===== config.mk =====
export PLATFORM = sky130hd
export DESIGN_NAME = ysyx_22051013_mem_arbiter
export DESIGN_NICKNAME = d
export VERILOG_FILES = /design/src/rtl/ysyx_22051013_mem_arbiter.sv
export SDC_FILE = /design/constraint.sdc
export NUM_CORES = 1
export LEC_CHECK = 0
export CORE_AREA = 2 2 294 296
export DETAILED_ROUTE_END_ITERATION = 16
export DIE_AREA = 0 0 296 298
export GPL_TIMING_DRIVEN = 0
export PLACE_DENSITY = 0.38
export SLEW_MARGIN = 20
export SYNTH_ARGS = -nofsm -noshare
export SYNTH_HDL_FRONTEND = slang
export SYNTH_SLANG_ARGS = --single-unit

===== constraint.sdc =====
create_clock -name clk -period 5.9 [get_ports clk]
set_clock_uncertainty 0.1 [all_clocks]
set_input_delay 1.18 -clock clk [delete_from_list [all_inputs] [get_ports clk]]
set_output_delay 1.18 -clock clk [all_outputs]
set_load 0.01 [all_outputs]

===== src/rtl/ysyx_22051013_mem_arbiter.sv =====
// ysyx_22051013_mem_arbiter: round-robin share of one AXI bridge port between IC, DC and MMIO requesters
// Ports: clk/rst; ic_* read-only requester; dc_* and mm_* read/write requesters;
// err flags a watchdog-terminated completion; axi_* registered bridge request, axi_valid/axi_rdata bridge answer.
module ysyx_22051013_mem_arbiter #(
  parameter int ADDR_W = 64,
  parameter int DATA_W = 64,
  parameter int TO_CYC = 1024
) (
  input  logic              clk,
  input  logic              rst,
  input  logic              ic_re,
  input  logic [ADDR_W-1:0] ic_addr,
  input  logic [2:0]        ic_size,
  output logic [DATA_W-1:0] ic_rdata,
  output logic              ic_done,
  input  logic              dc_re,
  input  logic              dc_we,
  input  logic [ADDR_W-1:0] dc_addr,
  input  logic [DATA_W-1:0] dc_wdata,
  input  logic [7:0]        dc_mask,
  input  logic [2:0]        dc_size,
  output logic [DATA_W-1:0] dc_rdata,
  output logic              dc_done,
  input  logic              mm_re,
  input  logic              mm_we,
  input  logic [ADDR_W-1:0] mm_addr,
  input  logic [DATA_W-1:0] mm_wdata,
  input  logic [7:0]        mm_mask,
  input  logic [2:0]        mm_size,
  output logic [DATA_W-1:0] mm_rdata,
  output logic              mm_done,
  output logic              err,
  output logic              axi_re,
  output logic              axi_we,
  output logic [ADDR_W-1:0] axi_addr,
  output logic [DATA_W-1:0] axi_wdata,
  output logic [7:0]        axi_mask,
  output logic [2:0]        axi_size,
  input  logic              axi_valid,
  input  logic [DATA_W-1:0] axi_rdata
);
  localparam int CW = TO_CYC > 0 ? $clog2(TO_CYC + 1) : 1;
  typedef enum logic [1:0] {IDLE, BUSY, RESP} state_e;
  state_e            state_q;
  logic [1:0]        id_q, rr_q, n1, n2, gnt;
  logic [2:0]        pend, done_q;
  logic [CW-1:0]     cnt_q;
  logic              err_q, re_q, we_q, tmo, sel_we;
  logic [ADDR_W-1:0] addr_q, sel_addr;
  logic [DATA_W-1:0] wdata_q, sel_wdata;
  logic [7:0]        mask_q, sel_mask;
  logic [2:0]        size_q, sel_size;
  logic [DATA_W-1:0] rdata_q [3];
  assign pend = {mm_re | mm_we, dc_re | dc_we, ic_re};
  // ring IC(0) -> DC(1) -> MM(2); the last granted id has lowest priority
  assign n1 = rr_q == 2'd2 ? 2'd0 : rr_q + 2'd1;
  assign n2 = n1 == 2'd2 ? 2'd0 : n1 + 2'd1;
  assign gnt = pend[n1] ? n1 : pend[n2] ? n2 : rr_q;
  assign sel_we    = gnt == 2'd1 ? dc_we    : gnt == 2'd2 ? mm_we    : 1'b0;
  assign sel_addr  = gnt == 2'd1 ? dc_addr  : gnt == 2'd2 ? mm_addr  : ic_addr;
  assign sel_wdata = gnt == 2'd1 ? dc_wdata : gnt == 2'd2 ? mm_wdata : '0;
  assign sel_mask  = gnt == 2'd1 ? dc_mask  : gnt == 2'd2 ? mm_mask  : 8'hff;
  assign sel_size  = gnt == 2'd1 ? dc_size  : gnt == 2'd2 ? mm_size  : ic_size;
  // cnt_q counts completed BUSY cycles, so the last allowed cycle sees TO_CYC-1
  assign tmo = (TO_CYC != 0) && (cnt_q == CW'(TO_CYC - 1));
  always_ff @(posedge clk) begin
    if (rst) begin
      state_q <= IDLE;
      id_q    <= 2'd0;
      rr_q    <= 2'd0;
      cnt_q   <= '0;
      done_q  <= '0;
      err_q   <= 1'b0;
      re_q    <= 1'b0;
      we_q    <= 1'b0;
      addr_q  <= '0;
      wdata_q <= '0;
      mask_q  <= '0;
      size_q  <= '0;
      rdata_q <= '{default: '0};
    end else begin
      done_q <= '0;
      err_q  <= 1'b0;
      case (state_q)
        IDLE: if (|pend) begin
          re_q    <= ~sel_we;
          we_q    <= sel_we;
          addr_q  <= sel_addr;
          wdata_q <= sel_wdata;
          mask_q  <= sel_mask;
          size_q  <= sel_size;
          id_q    <= gnt;
          rr_q    <= gnt;
          cnt_q   <= '0;
          state_q <= BUSY;
        end
        BUSY: if (axi_valid || tmo) begin
          re_q            <= 1'b0;
          we_q            <= 1'b0;
          done_q[id_q]    <= 1'b1;
          err_q           <= ~axi_valid;
          rdata_q[id_q]   <= axi_valid ? axi_rdata : '0;
          state_q         <= RESP;
        end else begin
          cnt_q <= cnt_q + 1'b1;
        end
        default: state_q <= IDLE;
      endcase
    end
  end
  assign {mm_done, dc_done, ic_done} = done_q;
  assign ic_rdata  = rdata_q[0];
  assign dc_rdata  = rdata_q[1];
  assign mm_rdata  = rdata_q[2];
  assign err       = err_q;
  assign axi_re    = re_q;
  assign axi_we    = we_q;
  assign axi_addr  = addr_q;
  assign axi_wdata = wdata_q;
  assign axi_mask  = mask_q;
  assign axi_size  = size_q;
endmodule


==> Yosys cells after proc, flatten, opt, wreduce, memory -nomap -nowiden <==
Cells that the tools add are included.
{ "classes": {"addsub": 3, "order_cmp": 6, "n_eq_ne": 9, "n_mux": 35, "bitwise_logic": 7, "reduce_logical": 12} }
{ "ops": {"columns": ["operator", "count"], "rows": [
  ["$mux 64", 6],
  ["$bwmux 192", 1],
  ["$demux 64 s2", 1],
  ["$mux 11", 2],
  ["$pmux 11 s2", 1],
  ["$mux 8", 2],
  ["$mux 2", 6],
  ["$add 11x1->11 const B", 1],
  ["$eq 11x10->1 const B", 1],
  ["$lt 2x3->1 const B", 3],
  ["$mux 1", 8],
  ["$eq 2x2->1 const B", 3],
  ["$mux 3", 2],
  ["$ne 2x2->1 const B", 3],
  ["$reduce_and 2->1", 3],
  ["$reduce_and 3->1", 2],
  ["$reduce_or 3->1", 2],
  ["$add 2x1->2 const B", 2],
  ["$bmux 1 s2", 2],
  ["$eq 2x1->1 const B", 2],
  ["$not 1->1", 4],
  ["$pmux 1 s2", 2],
  ["$pmux 2 s2", 1],
  ["$ge 3x3->1 const B", 1],
  ["9 further kinds", 11]
]} }
{ "totals": {"regBits": 352, "in_bits": 417, "out_inout_bits": 337, "wordCells": 86} }

==> Depth between registers and ports, before layout <==
Gate-level depths: netlist of run 1.
{ "logic_depth": {"ltp_word": 14, "mapped_depth": 9, "mapped_depth_nobuf": 6} }

==> Worst setup path after synthesis of run 1 <==
OpenSTA, ideal clock, no wires.
{ "synth_timing": {"path_kind": "input to register", "from": "input ic_re", "to": "register wdata_q[37], in the netlist axi_wdata[37]", "arrival_time_ns": 2.474, "required_time_ns": 5.677, "slack_ns": 3.203, "cell_stages": 7, "path_buffers": 2, "cell_sequence": "or3_4 -> o31ai_4 -> nor2_2 -> buf_4 -> buf_6 -> a222oi_1 -> inv_1"} }
{ "synth_via": {"elab_chain_len": 7} }
{ "synth_rtl": {"columns": ["item", "line_no", "source"], "rows": [
  ["from (decl)", "11", "input logic ic_re,"],
  ["$bmux 1 s2", "58", "assign gnt = pend[n1] ? n1 : pend[n2] ? n2 : rr_q;"],
  ["$mux 1 (not written as such)", "58", null],
  ["$mux 2 (2 in a row)", "58", null],
  ["$eq 2x2->1", "61", "assign sel_wdata = gnt == 2'd1 ? dc_wdata : gnt == 2'd2 ? mm_wdata : '0;"],
  ["$mux 64 (2 in a row)", "61", null],
  ["to (signal assigned)", "89", "wdata_q <= sel_wdata;"],
  ["to (decl)", "50", "logic [DATA_W-1:0] wdata_q, sel_wdata;"]
]} }
Several ways; a longest one is shown, not always the timed one. The select of a mux whose other input is x is not followed.
A chain may end at the register's enable or synchronous reset.

==> Worst setup path in the final report of run 1 <==
{ "layout_timing": {"from": "input dc_we", "to": "register addr_q[61], in the netlist axi_addr[61]"} }
{ "layout_via": {"elab_chain_len": 8} }
{ "layout_rtl": {"columns": ["item", "line_no", "source"], "rows": [
  ["from (decl)", "17", "input logic dc_we,"],
  ["$or 1x1->1 (*)", "54", "assign pend = {mm_re | mm_we, dc_re | dc_we, ic_re};"],
  ["$bmux 1 s2", "58", null],
  ["$mux 1 (not written as such)", "58", null],
  ["$mux 2 (2 in a row)", "58", null],
  ["$eq 2x2->1", "60", "assign sel_addr = gnt == 2'd1 ? dc_addr : gnt == 2'd2 ? mm_addr : ic_addr;"],
  ["$mux 64 (2 in a row)", "60", null],
  ["to (signal assigned)", "88", "addr_q <= sel_addr;"],
  ["to (decl)", "49", "logic [ADDR_W-1:0] addr_q, sel_addr;"]
]} }
Every way passes the cells marked *; elsewhere a longest branch is shown, timed or not. The select of a mux whose other input is x is not followed.

==> results of run 1 <==
-- critical path: cells and delay by family --
family / cells / cell delay (ns)
buffers and inverters: 3 / 1.42
AO/OA/AOI/OAI: 3 / 0.40
AND/OR/NAND/NOR: 2 / 0.96
-- flip-flops by register name, indices dropped and copies added (netlist names) --
register and flops:
state_q 2, axi_we 1, axi_wdata 64, axi_mask 8, axi_size 3, cnt_q 11
axi_re 1, err 1, dc_rdata 64, ic_rdata 64, mm_rdata 64, rr_q 2
axi_addr 64, done_q 3
-- per-layer routing --
layer | vias up | GRT usage
met3 | 144 | 0.0542
met4 | 16 | 0.0857
li1 | 6109 | -
met5 | - | 0.00721
met2 | 574 | 0.275
met1 | 6582 | 0.187
-- cell type report --
| cell class | instances | share of cell area |
|---|---|---|
| multi-input cells | 584 | 0.208 |
| well taps | 1144 | 0.0613 |
| flip-flops and latches | 352 | 0.302 |
| repair buffers | 754 | 0.323 |
| plain buffers | 118 | 0.0234 |
| diodes | 13 | 0.00139 |
| clock inverters | 13 | 0.00798 |
| inverters | 69 | 0.0111 |
| clock buffers | 75 | 0.0618 |
-- where the power goes --
| group | total, uW | leakage (uW) | internal, uW | switching [uW] |
|---|---|---|---|---|
| combinational | 1460 | 0.00491 | 750 | 711 |
| clock | 3020 | 0.000801 | 1850 | 1170 |
| sequential | 2680 | 0.00287 | 2560 | 113 |
-- synthesized netlist by cell type, drive strengths merged, types with 2 or more instances --
cell	number	area, um^2
a21o	2	15.0
a21oi	5	25.0
a222oi	64	641
a22oi	67	503
a32o	192	1920
a41oi	2	17.5
and3	2	12.5
buf	63	339
clkbuf	55	206
dfxtp	352	7050
inv	69	259
mux2i	68	681
nand2	17	63.8
nand2b	5	31.3
nand3	2	10.0
nand4	2	12.5
nor2	26	113
nor2b	3	18.8
nor3	8	40.0
o211ai	3	22.5
o21ai	77	385
o221a	2	22.5
o22ai	9	56.3
o31a	2	17.5
o31ai	2	28.8
or4	2	15.0
xor2	3	26.3
-- worst max path at each step --
stage	start	endpoint	slack (ns)
finish	dc_we	axi_addr[61]	2.32
detailed placement	dc_we	axi_addr[61]	1.67
global placement	dc_we	axi_addr[59]	1.70
global route	dc_we	axi_addr[59]	2.14
CTS	dc_we	axi_addr[61]	2.28
floorplan	ic_re	axi_wdata[37]	3.20
-- through the flow --
stage	setup WS [ns]	util	cell area, um^2
after global routing	2.14	0.275	23300
final	2.32	0.275	23400
after global placement	1.70	0.255	21700
after detailed placement	1.67	0.256	21700
after floorplan	3.20	-	12700
after CTS	2.28	0.275	23300
-- kinds of logic after synthesis --
kind of cell,after synthesis
fa+ha+maj,1
xor+xnor,4
simple gates,74
mux,68
compound gates,437
buf+inv,187
flops,352
==> results by group, run 1 <==
STA
  • Final hold vios: 0
  • Final worst path period need: 3.58 ns
  • Relative slew slack: 0.416
  • Actual slew at the worst max-slew pin: 0.877 ns
  • Fin crit share: 0.607
  • Post-route setup TNS: 0 ns
  • Final Setup Violations: 0
  • Highest Clock Rate: 0.279 GHz
  • Hold_ws: 0.357 ns
  • Final Max Tran Viols: 0
  • RSZ-0062 raised after global routing: no

Synthesis
  • Syn_area_per_cell: 11.3 um^2
  • EDFF count, synth: 0
  • #FFs+latches synth: 352
  • Simple-gate portion of the synthesized area: 0.0296
  • Yosys warns: 0
  • Ys async rst share: 0
  • Post-Synthesis Cells: 1123
  • Fraction of synthesized area in multiplexers: 0.0536
  • Seq/Total Area, Yosys: 0.555
  • Compound-Gate Fraction of Synth Area: 0.295
  • Yosys cell types: 53
  • Xor-xnor portion of the synthesized cell area: 0.00276
  • Combinational family with the most area after synthesis: compound AO/OA/AOI/OAI gates
  • Mapped Area: 12700 um^2
  • Main synth FF type: dfxtp_1
  • Adder-cell share of the synthesized area: 0.000985
  • Mapped Nets: 1541

CTS
  • Worst-Skew Late Latency: 0.59 ns
  • Root buf cell: clkbuf_16
  • Post_cts resized: 0
  • CTS sink cnt: 352
  • Setup bufs post-CTS: 0
  • Clock Path Buffers: 3
  • Clock tree from TritonCTS: built
  • Clock-pin transition on the worst setup and hold timing paths: 0.06 ns
  • Hold-fix buffers, CTS: 0
  • H-tree levels: 2
  • Num CTS Buffers: 47

Min path
  • Worst Hold End: axi_re
  • Hold WC Path Type: flop to flop
  • Worst hold stages: 1
  • Hold Startpoint: axi_re

Route
  • Routed vias: 13.4k
  • Top layer in use: met5
  • ANT nets after route: 0
  • Avg Vias per Cell: 4.30
  • Metal2 WL: 36800 um
  • Drt wl/cell: 24.4 um
  • DR DRC count: 0
  • Starting DRT DRC Count: 868
  • Routed wire length: 76200 um
  • TritonRoute pass-1 iters: 7
  • M1 WL: 29100 um
  • Length of routed met3 wiring: 6520 um

Final layout
  • # nets final: 2344
  • Commonest cells after routing, fill and taps aside: clkdlybuf4s50_1, dfxtp_1, a32o_1
  • Area Growth Syn to Fin: 83.8%
  • Multi-input logic area: 4860 um^2
  • Non-Filler Instances: 3122
  • FF+latch area: 7050 um^2
  • Layout cells sized above 1: 0.0753
  • # fillers: 9011
  • Commonest non-fill, non-tap cell in the layout: clkdlybuf4s50_1

Critical path
  • Crit Reg-Reg Startpoint: cnt_q[3]
  • CP max-delay cell: nor2_1
  • Cell mode on critical path: buf_2
  • Worst stage delay on the critical path: 0.60 ns
  • Reg-to-Reg End: ic_rdata[3]
  • Crit start category: input pin
  • CP max FO: 11
  • Cell depth of the worst flop-to-flop path: 6
  • Crit-path cells: clkdlybuf4s50_1, nor3_1, a211oi_2, nor2_1, buf_2, buf_2, a22oi_1, o21ai_1
  • Crit. End Element: flop
  • Crit Path Class: input pin to flop
  • Required @ worst endpoint: 6.29 ns
  • Reg2Reg Setup Slack: 3.27 ns
  • Data arrival, critical path: 3.97 ns

Floorplanning
  • Die Area: 88200 um^2
  • Starting Density: 0.150
  • Die Height: 298 um
  • Num ports: 754
  • Row count: 107
  • Die width: 296 um
  • Area of the core: 84900 um^2

Global routing
  • Overall Global Routing Usage: 0.165
  • Number of global-route vias before repair: 14.1k
  • Grt ovf: 0
  • Largest net degree at the start of global routing: 13
  • Initial antenna violation count: 23
  • First-pass GRT wire length: 105000 um

Run status
  • Status: finished, final reports clean

Power and ir drop
  • Leakage: 0.00858 uW
  • Design Power: 7160 uW
  • VDD IR max: 0.201 mV
  • Pwr/cell area: 307 nW/um^2

Placement
  • Port bufs: 753
  • Routability cong.: 0.893
  • Placed Cells: 3021
  • Post-DP HPWL: 61100 um

Run
  • Max_cap viols: 0
Power figures use the tool's default switching activity.
==> run 2: changes to the inputs <==
Settings changed: CORE_AREA 2 2 294 296 to 2 2 296 298, DIE_AREA 0 0 296 298 to 0 0 298 300, PLACE_DENSITY 0.38 to 0.39.
Clock period 5.9 ns to 2.9 ns, I/O delays scaled along.
==> results by group, run 2 (synthesized netlist as in run 1, its figures left out) <==
Final layout
  • Core Util, Final: 0.270
  • Non-Filler Instances: 3121
  • Layout cells sized above 1: 0.0749
  • Commonest non-fill, non-tap cell in the layout: clkdlybuf4s50_1
  • # nets final: 2343
  • Area Growth Syn to Fin: 83.0%
  • Commonest cells after routing, fill and taps aside: clkdlybuf4s50_1, dfxtp_1, a32o_1

CTS
  • Root buf cell: clkbuf_16
  • H-tree levels: 2
  • Num CTS Buffers: 47
  • Clock-pin transition on the worst setup and hold timing paths: 0.06 ns
  • Clock tree from TritonCTS: built
  • Clock Path Buffers: 3
  • CTS sink cnt: 352
  • Hold-fix buffers, CTS: 0
  • Worst-Skew Late Latency: 0.59 ns

Global routing
  • Largest net degree at the start of global routing: 14
  • Grt ovf: 0
  • First-pass GRT wire length: 109000 um
  • Overall Global Routing Usage: 0.168
  • Number of global-route vias before repair: 14.1k
  • Initial antenna violation count: 20

Critical path
  • CP Buf/Inv Count: 4
  • Crit Reg-Reg Startpoint: cnt_q[0]
  • Crit. End Element: flop
  • Crit-path cells: clkdlybuf4s50_1, clkbuf_1, nor2b_1, clkbuf_1, clkbuf_1, a32o_1
  • Cell family with most CP delay: buffers and inverters
  • Crit path from: rst
  • Worst stage delay on the critical path: 0.64 ns
  • Crit start category: input pin
  • Crit Path Class: input pin to flop
  • CP max-delay cell: clkbuf_1
  • Reg-to-Reg End: ic_rdata[10]
  • Cell mode on critical path: clkbuf_1
  • Data arrival, critical path: 3.15 ns
  • Required @ worst endpoint: 3.32 ns
  • Cell depth of the worst flop-to-flop path: 6
  • CP max FO: 10
  • Reg2Reg Setup Slack: 0.25 ns

Floorplanning
  • Die Area: 89400 um^2
  • Starting Density: 0.147
  • Row count: 108
  • Die width: 298 um
  • Num ports: 754
  • Area of the core: 86200 um^2
  • Die Height: 300 um

Placement
  • DP Worst Slack: -0.934 ns
  • Port bufs: 753
  • Placed Cells: 3031
  • Routability cong.: 0.896
  • Post-DP HPWL: 62900 um

Min path
  • Hold WC Path Type: flop to flop
  • Worst Hold End: axi_mask[0]
  • Worst hold stages: 2
  • Hold Startpoint: axi_mask[0]

Route
  • DR DRC count: 0
  • TritonRoute pass-1 iters: 8
  • Drt wl/cell: 25.1 um
  • Routed wire length: 78400 um
  • ANT nets after route: 0
  • Routed vias: 13.4k
  • Starting DRT DRC Count: 779
  • Avg Vias per Cell: 4.29

STA
  • Actual slew at the worst max-slew pin: 0.890 ns
  • Highest Clock Rate: 0.367 GHz
  • Final Setup Violations: 0
  • Final worst path period need: 2.72 ns
  • Relative slew slack: 0.406
  • Final hold vios: 0
  • Final Max Tran Viols: 0
  • Fin crit share: 0.939
  • Final worst setup slack: 0.176 ns
  • RSZ-0062 raised after global routing: yes

Power and ir drop
  • Design Power: 14300 uW
  • Clk pwr share: 0.413
  • Switch share: 0.286
  • Int Pwr: 10200 uW
  • Net switching power: 4090 uW
  • VDD IR max: 0.392 mV
  • Combinational Power Share: 0.207
  • Pwr/cell area: 614 nW/um^2
  • Flop pwr share: 0.380
  • Leakage: 0.00853 uW

Run
  • Max_cap viols: 0

Run status
  • Status: finished, final reports clean
==> run 2: changes by cell type in the layout (fill, tap and decap cells not counted), sizes merged <==
cell	change
buf	-2
clkinv	+3
clkbuf	-2
diode	-9
bufinv	-2
==> run 2: power by group through the flow <==
| stage | Sequential [uW] | Clock (uW) | Combinational (uW) |
|---|---|---|---|
| global route | 5470 | 6290 | 3160 |
| global placement | 5510 | 0 | 2990 |
| CTS | 5420 | 6120 | 3010 |
| detailed placement | 5520 | 0 | 2990 |
| floorplan | 5670 | 0 | 901 |
| finish | 5430 | 5890 | 2960 |
==> run 2: area by class of cell <==
cell class / count / area (um^2)
repair buffers: 753 / 7540
fillers: 9157 / 63000
flip-flops and latches: 352 / 7050
multi-input cells: 584 / 4870
clock inverters: 14 / 171
diodes: 4 / 10.0
well taps: 1155 / 1450
plain buffers: 118 / 548
inverters: 69 / 259
clock buffers: 72 / 1370
==> run 2: tightest hold or removal path, stage by stage, from the launching register on <==
cell     delay, ns
dfxtp_1       0.33
nand2_1       0.05
o21ai_0       0.05
==> run 2: worst max path at each step <==
stage	end	cells after the start
2_1_floorplan	axi_wdata[37]	7
3_3_place_gp	cnt_q[7]	8
3_5_place_dp	cnt_q[7]	8
4_1_cts	cnt_q[7]	8
5_1_grt	mm_rdata[58]	6
6_report	mm_rdata[60]	6
==> run 2: per-stage QoR <==
step / setup TNS [ns] / area, um^2 / hold WS (ns)
final: 0 / 23300 / 0.358
after global routing: -0.0403 / 23300 / 0.375
after CTS: 0 / 23200 / 0.366
after detailed placement: -167.45 / 21700 / 0.348
after global placement: -165.16 / 21700 / 0.337
after floorplan: 0 / 12700 / 0.345
==> run 2: per-layer routing <==
| layer | track usage | part of all wire | up-vias |
|---|---|---|---|
| met4 | 0.0488 | 0.027 | 8 |
| met5 | 0 | 0.00055 | - |
| li1 | - | - | 6111 |
| met3 | 0.0494 | 0.074 | 115 |
| met2 | 0.291 | 0.49 | 562 |
| met1 | 0.202 | 0.41 | 6588 |
==> run 2: timing repair <==
action / in CTS / in global routing
gates resized for setup: 1 / 5
setup endpoints to repair: 80 / 61
buffers inserted: 0 / 0
==> RTL change 1 (flow settings as in run 2) <==
Set the parameter `TO_CYC` to 512 (it was 1024).
--- a/src/rtl/ysyx_22051013_mem_arbiter.sv
+++ b/src/rtl/ysyx_22051013_mem_arbiter.sv
@@ -6,3 +6,3 @@
   parameter int DATA_W = 64,
-  parameter int TO_CYC = 1024
+  parameter int TO_CYC = 512
 ) (
Function: not settled (the Yosys comparison gave no result); the edit may change what the design does.
==> RTL change 1 against run 2 <==
Core utilization grew 0.15 points. Hold slack lost 0.015 ns. Area after synthesis grew 0.22%. Sequential cell count shrank 1. Routed wire length shrank 5.4%. Worst setup slack lost 0.12 ns. Non-clock buffer count is the same. Sequential share of layout area shrank 0.25 points. Total power grew 0.74%. Design area grew 0.54%. Critical path type unchanged. Largest power group unchanged.
==> RTL change 1: results (changes against run 2) <==
- The final antenna diode count is 7 (+3).
- The placer's final routability congestion estimate is 0.922 (+2.8%).
- The run finished with clean final reports.
- The share of the synthesized area in compound gates (AO/OA/AOI/OAI) is 28.1% (-1.4 points).
- The share of final-layout standard cells stronger than drive strength 1 is 7.39% (-0.11 points).
- The first element of the critical path is dc_we.
- Following the worst setup path forward leads to its endpoint at axi_addr[11].
- The proportion of cell area occupied by multi-input gates was 22.1% (+1.2 points).
- The origin of the worst min-delay path is axi_mask[1].
- The total routing usage reported by global routing was 15.8% (-1.0 points).
- The register area is 7030 sq um (-0.28%).
- The post-route worst hold slack was 0.343 ns (-0.0155 ns).
- The cell total after placement was 3,089 (+1.9%).
- The multi-input combinational cell count came to 707 (+21%).
- The sequential cell fraction of total power came to 37.7% (-0.3 points).
- The post-synthesis share of cell area spent on xor and xnor gates was 0.138% (-0.14 points).
- The number of filler cells placed in the layout was 9,225 (+0.74%).
- The average wire per cell in the routed design is 23.4 um (-7.1%).
- The first-pass detailed-route iteration total is 5 (-3).
- The CTS buffer count is 48 (+2.1%).
- The non-clock inverter instance count of the final layout was 5 (-93%).
- The number of clock buffer instances in the layout was 65 (-9.7%).
- The post-detailed-route via-to-cell ratio came to 4.23 (-1.3%).
- The post-synthesis mux area share is 5.36% (about the same).
- The slack of the worst reg-to-reg path is 0.20 ns (-0.05 ns).
- The post-DP HPWL was 59.2 mm (-5.8%).
- The first-pass GRT wire length is 104 mm (-4.7%).
- The pre-CTS setup slack came to -0.811 ns (+0.123 ns).
- The largest net degree at the start of global routing is 15 (+1).
- The standard cell area after detailed placement came to 21,700 sq um (+0.20%).
RTL change 1: cell types whose count changed in the layout (fill, tap and decap cells not counted), sizes merged, moves of 3 or more:
| cell | before | now |
|---|---|---|
| nor2 | 26 | 21 |
| o22ai | 9 | 1 |
| or3 | 1 | 4 |
| a22oi | 67 | 132 |
| o221ai | 0 | 8 |
| buf | 62 | 55 |
| a222oi | 64 | 0 |
| o21ai | 77 | 71 |
| diode | 4 | 7 |
| a21oi | 5 | 9 |
| inv | 70 | 7 |
| nand2 | 17 | 153 |
RTL change 1: critical path, stage by stage:
cell	delay, ns
clkdlybuf4s50_1	0.51
nor3_2	0.37
a21oi_1	0.22
nor2_2	0.36
buf_2	0.44
mux2i_1	0.60
o21ai_1	0.10
RTL change 1: per-layer routing:
layer / track usage [%] / up-vias / routed length, um
li1: - / 6214 / -
met1: 17.9 / 6663 / 29100
met2: 28.5 / 468 / 37700
met3: 4.83 / 100 / 5370
met4: 4.73 / 8 / 1930
met5: 0 / - / 46
==> RTL change 2 (config.mk and constraints of run 2) <==
Without the edit above. Put a register stage on the output `dc_rdata`, without a reset. The value now appears one clock later. The other outputs are not delayed to match.
--- a/src/rtl/ysyx_22051013_mem_arbiter.sv
+++ b/src/rtl/ysyx_22051013_mem_arbiter.sv
@@ -112,3 +112,5 @@
   assign ic_rdata  = rdata_q[0];
-  assign dc_rdata  = rdata_q[1];
+  always_ff @(posedge clk) begin
+    dc_rdata <= rdata_q[1];
+  end
   assign mm_rdata  = rdata_q[2];
Formal check against the unedited RTL: not equivalent (Yosys sat finds a counterexample within 4 cycles, from zero or initial values and one cycle with rst high).
==> RTL change 2 against run 2 <==
Register-to-register slack got worse by 0.08 ns. Routed wire length rose by 20%. Area after synthesis rose by 37%. Sequential cell count rose by 64. Count of clock-buffer cells in the layout rose by 4. Worst setup slack got worse by 0.0049 ns. Total power rose by 19%. Design area rose by 22%. Critical path type is now reg -> reg. Largest cell class unchanged.
==> RTL change 2: results (changes against run 2) <==
- The total routing usage reported by global routing is 20.1% (+3.3 points).
- The adder-cell share of the synthesized area was 0.0717% (-0.027 points).
- The leakage power figure was 9.91 nW (+16%).
- The number of nets produced by synthesis is 2,266 (+47%).
- The flow ran to the end, and the final reports show no timing, DRC or antenna violations.
- The count of buffers inserted at the top-level ports is 751 (-0.27%).
- The largest net degree at the start of global routing is 16 (+2).
- The clock transition at the registers of the reported paths was 0.06 ns (about the same).
- The post-synthesis share of cell area spent on xor and xnor gates is 0% (-0.28 points).
- The initial antenna violation count is 43 (+110%).
- The share of the synthesized area in compound gates (AO/OA/AOI/OAI) came to 24.2% (-5.3 points).
- Yosys attributes the largest share of cell area to dfxtp_1 48%, nand3_1 7.8%, a21oi_1 5.7%.
- The iteration-0 DRC count of the detailed router was 801 (+2.8%).
- The count of instances resized after the clock tree is built was 4 (+3).
- The first-pass GRT wire length is 132 mm (+22%).
- The CTS buffer count is 52 (+11%).
- The post-DP HPWL is 75.7 mm (+20%).
- The placer's final routability congestion estimate was 0.871 (-2.9%).
- The pre-CTS setup slack is -0.724 ns (+0.209 ns).
- The transition time at the pin with the least slew margin is 1.07 ns (+0.176 ns).
- The average wire per cell in the routed design is 24.4 um (-2.8%).
- The share of final-layout standard cells stronger than drive strength 1 is 13.3% (+5.8 points).
- The count of unique library cells instantiated by Yosys is 55 (+3.8%).
- The first-pass detailed-route iteration total is 7 (-1).
- Counting instances in the post-synthesis netlist gives the leading cell types as 416 x dfxtp_1, 271 x nand3_1, 198 x a21oi_1.
- The sequential fraction of the synthesis area is 47.8% (-7.7 points).
==> RTL change 2: worst paths after layout <==
kind                            cells after the start      endpoint         start  slack (ns)
worst min register to register                      0  dc_rdata[41]  rdata_q[105]        0.24
worst max register to register                      7  rdata_q[118]       rr_q[1]        0.17
worst max-delay path                                7  rdata_q[118]       rr_q[1]        0.17
worst min-delay path                                0  dc_rdata[41]  rdata_q[105]        0.24
==> RTL change 2: stage by stage <==
stage	cells	instance area, sq um
after detailed placement	3754	26400
final	3863	28300
after floorplan	1848	17400
after global routing	3860	28300
after CTS	3850	28200
after global placement	3754	26400
==> RTL change 2: power breakdown <==
part	internal, W	switching [W]	leakage [nW]
logic	0.00177	0.00190	5.63
registers	0.00611	0.000209	3.39
clock network	0.00416	0.00278	0.893
total	0.0120	0.00489	9.91
==> RTL change 2: critical path: stages, from the launching register on <==
cell and delay (ns):
dfxtp_1 0.44, buf_4 0.23, nand2b_1 0.21, nand2b_1 0.14
clkbuf_1 0.73, clkbuf_1 0.48, o21ai_0 0.14, a21oi_1 0.17
==> RTL change 2: cell families after synthesis <==
family	Yosys count
adders and majority gates	1
muxes	72
DFF	416
and+or+nand+nor	401
buffers and inverters	333
AOI/OAI and AO/OA	625
==> RTL change 2: cell type report <==
cell class,count,area (sq um)
Fill cell,9052,57900
Sequential cell,416,8330
Timing Repair Buffer,751,7520
Multi-Input combinational cell,1099,7150
Buffer,331,1980
Clock buffer,76,1510
Tap cell,1155,1450
Clock inverter,20,310
Antenna cell,13,32.5
Inverter,2,7.51
==> RTL change 2: routing by layer <==
metal / global-route usage, % / vias to the layer above / share of wire [%]
met5: 0 / - / 0.24
met2: 36.6 / 642 / 51
met4: 5.37 / 32 / 2.4
li1: - / 8382 / -
met3: 6.16 / 147 / 7.5
met1: 22.6 / 8602 / 39
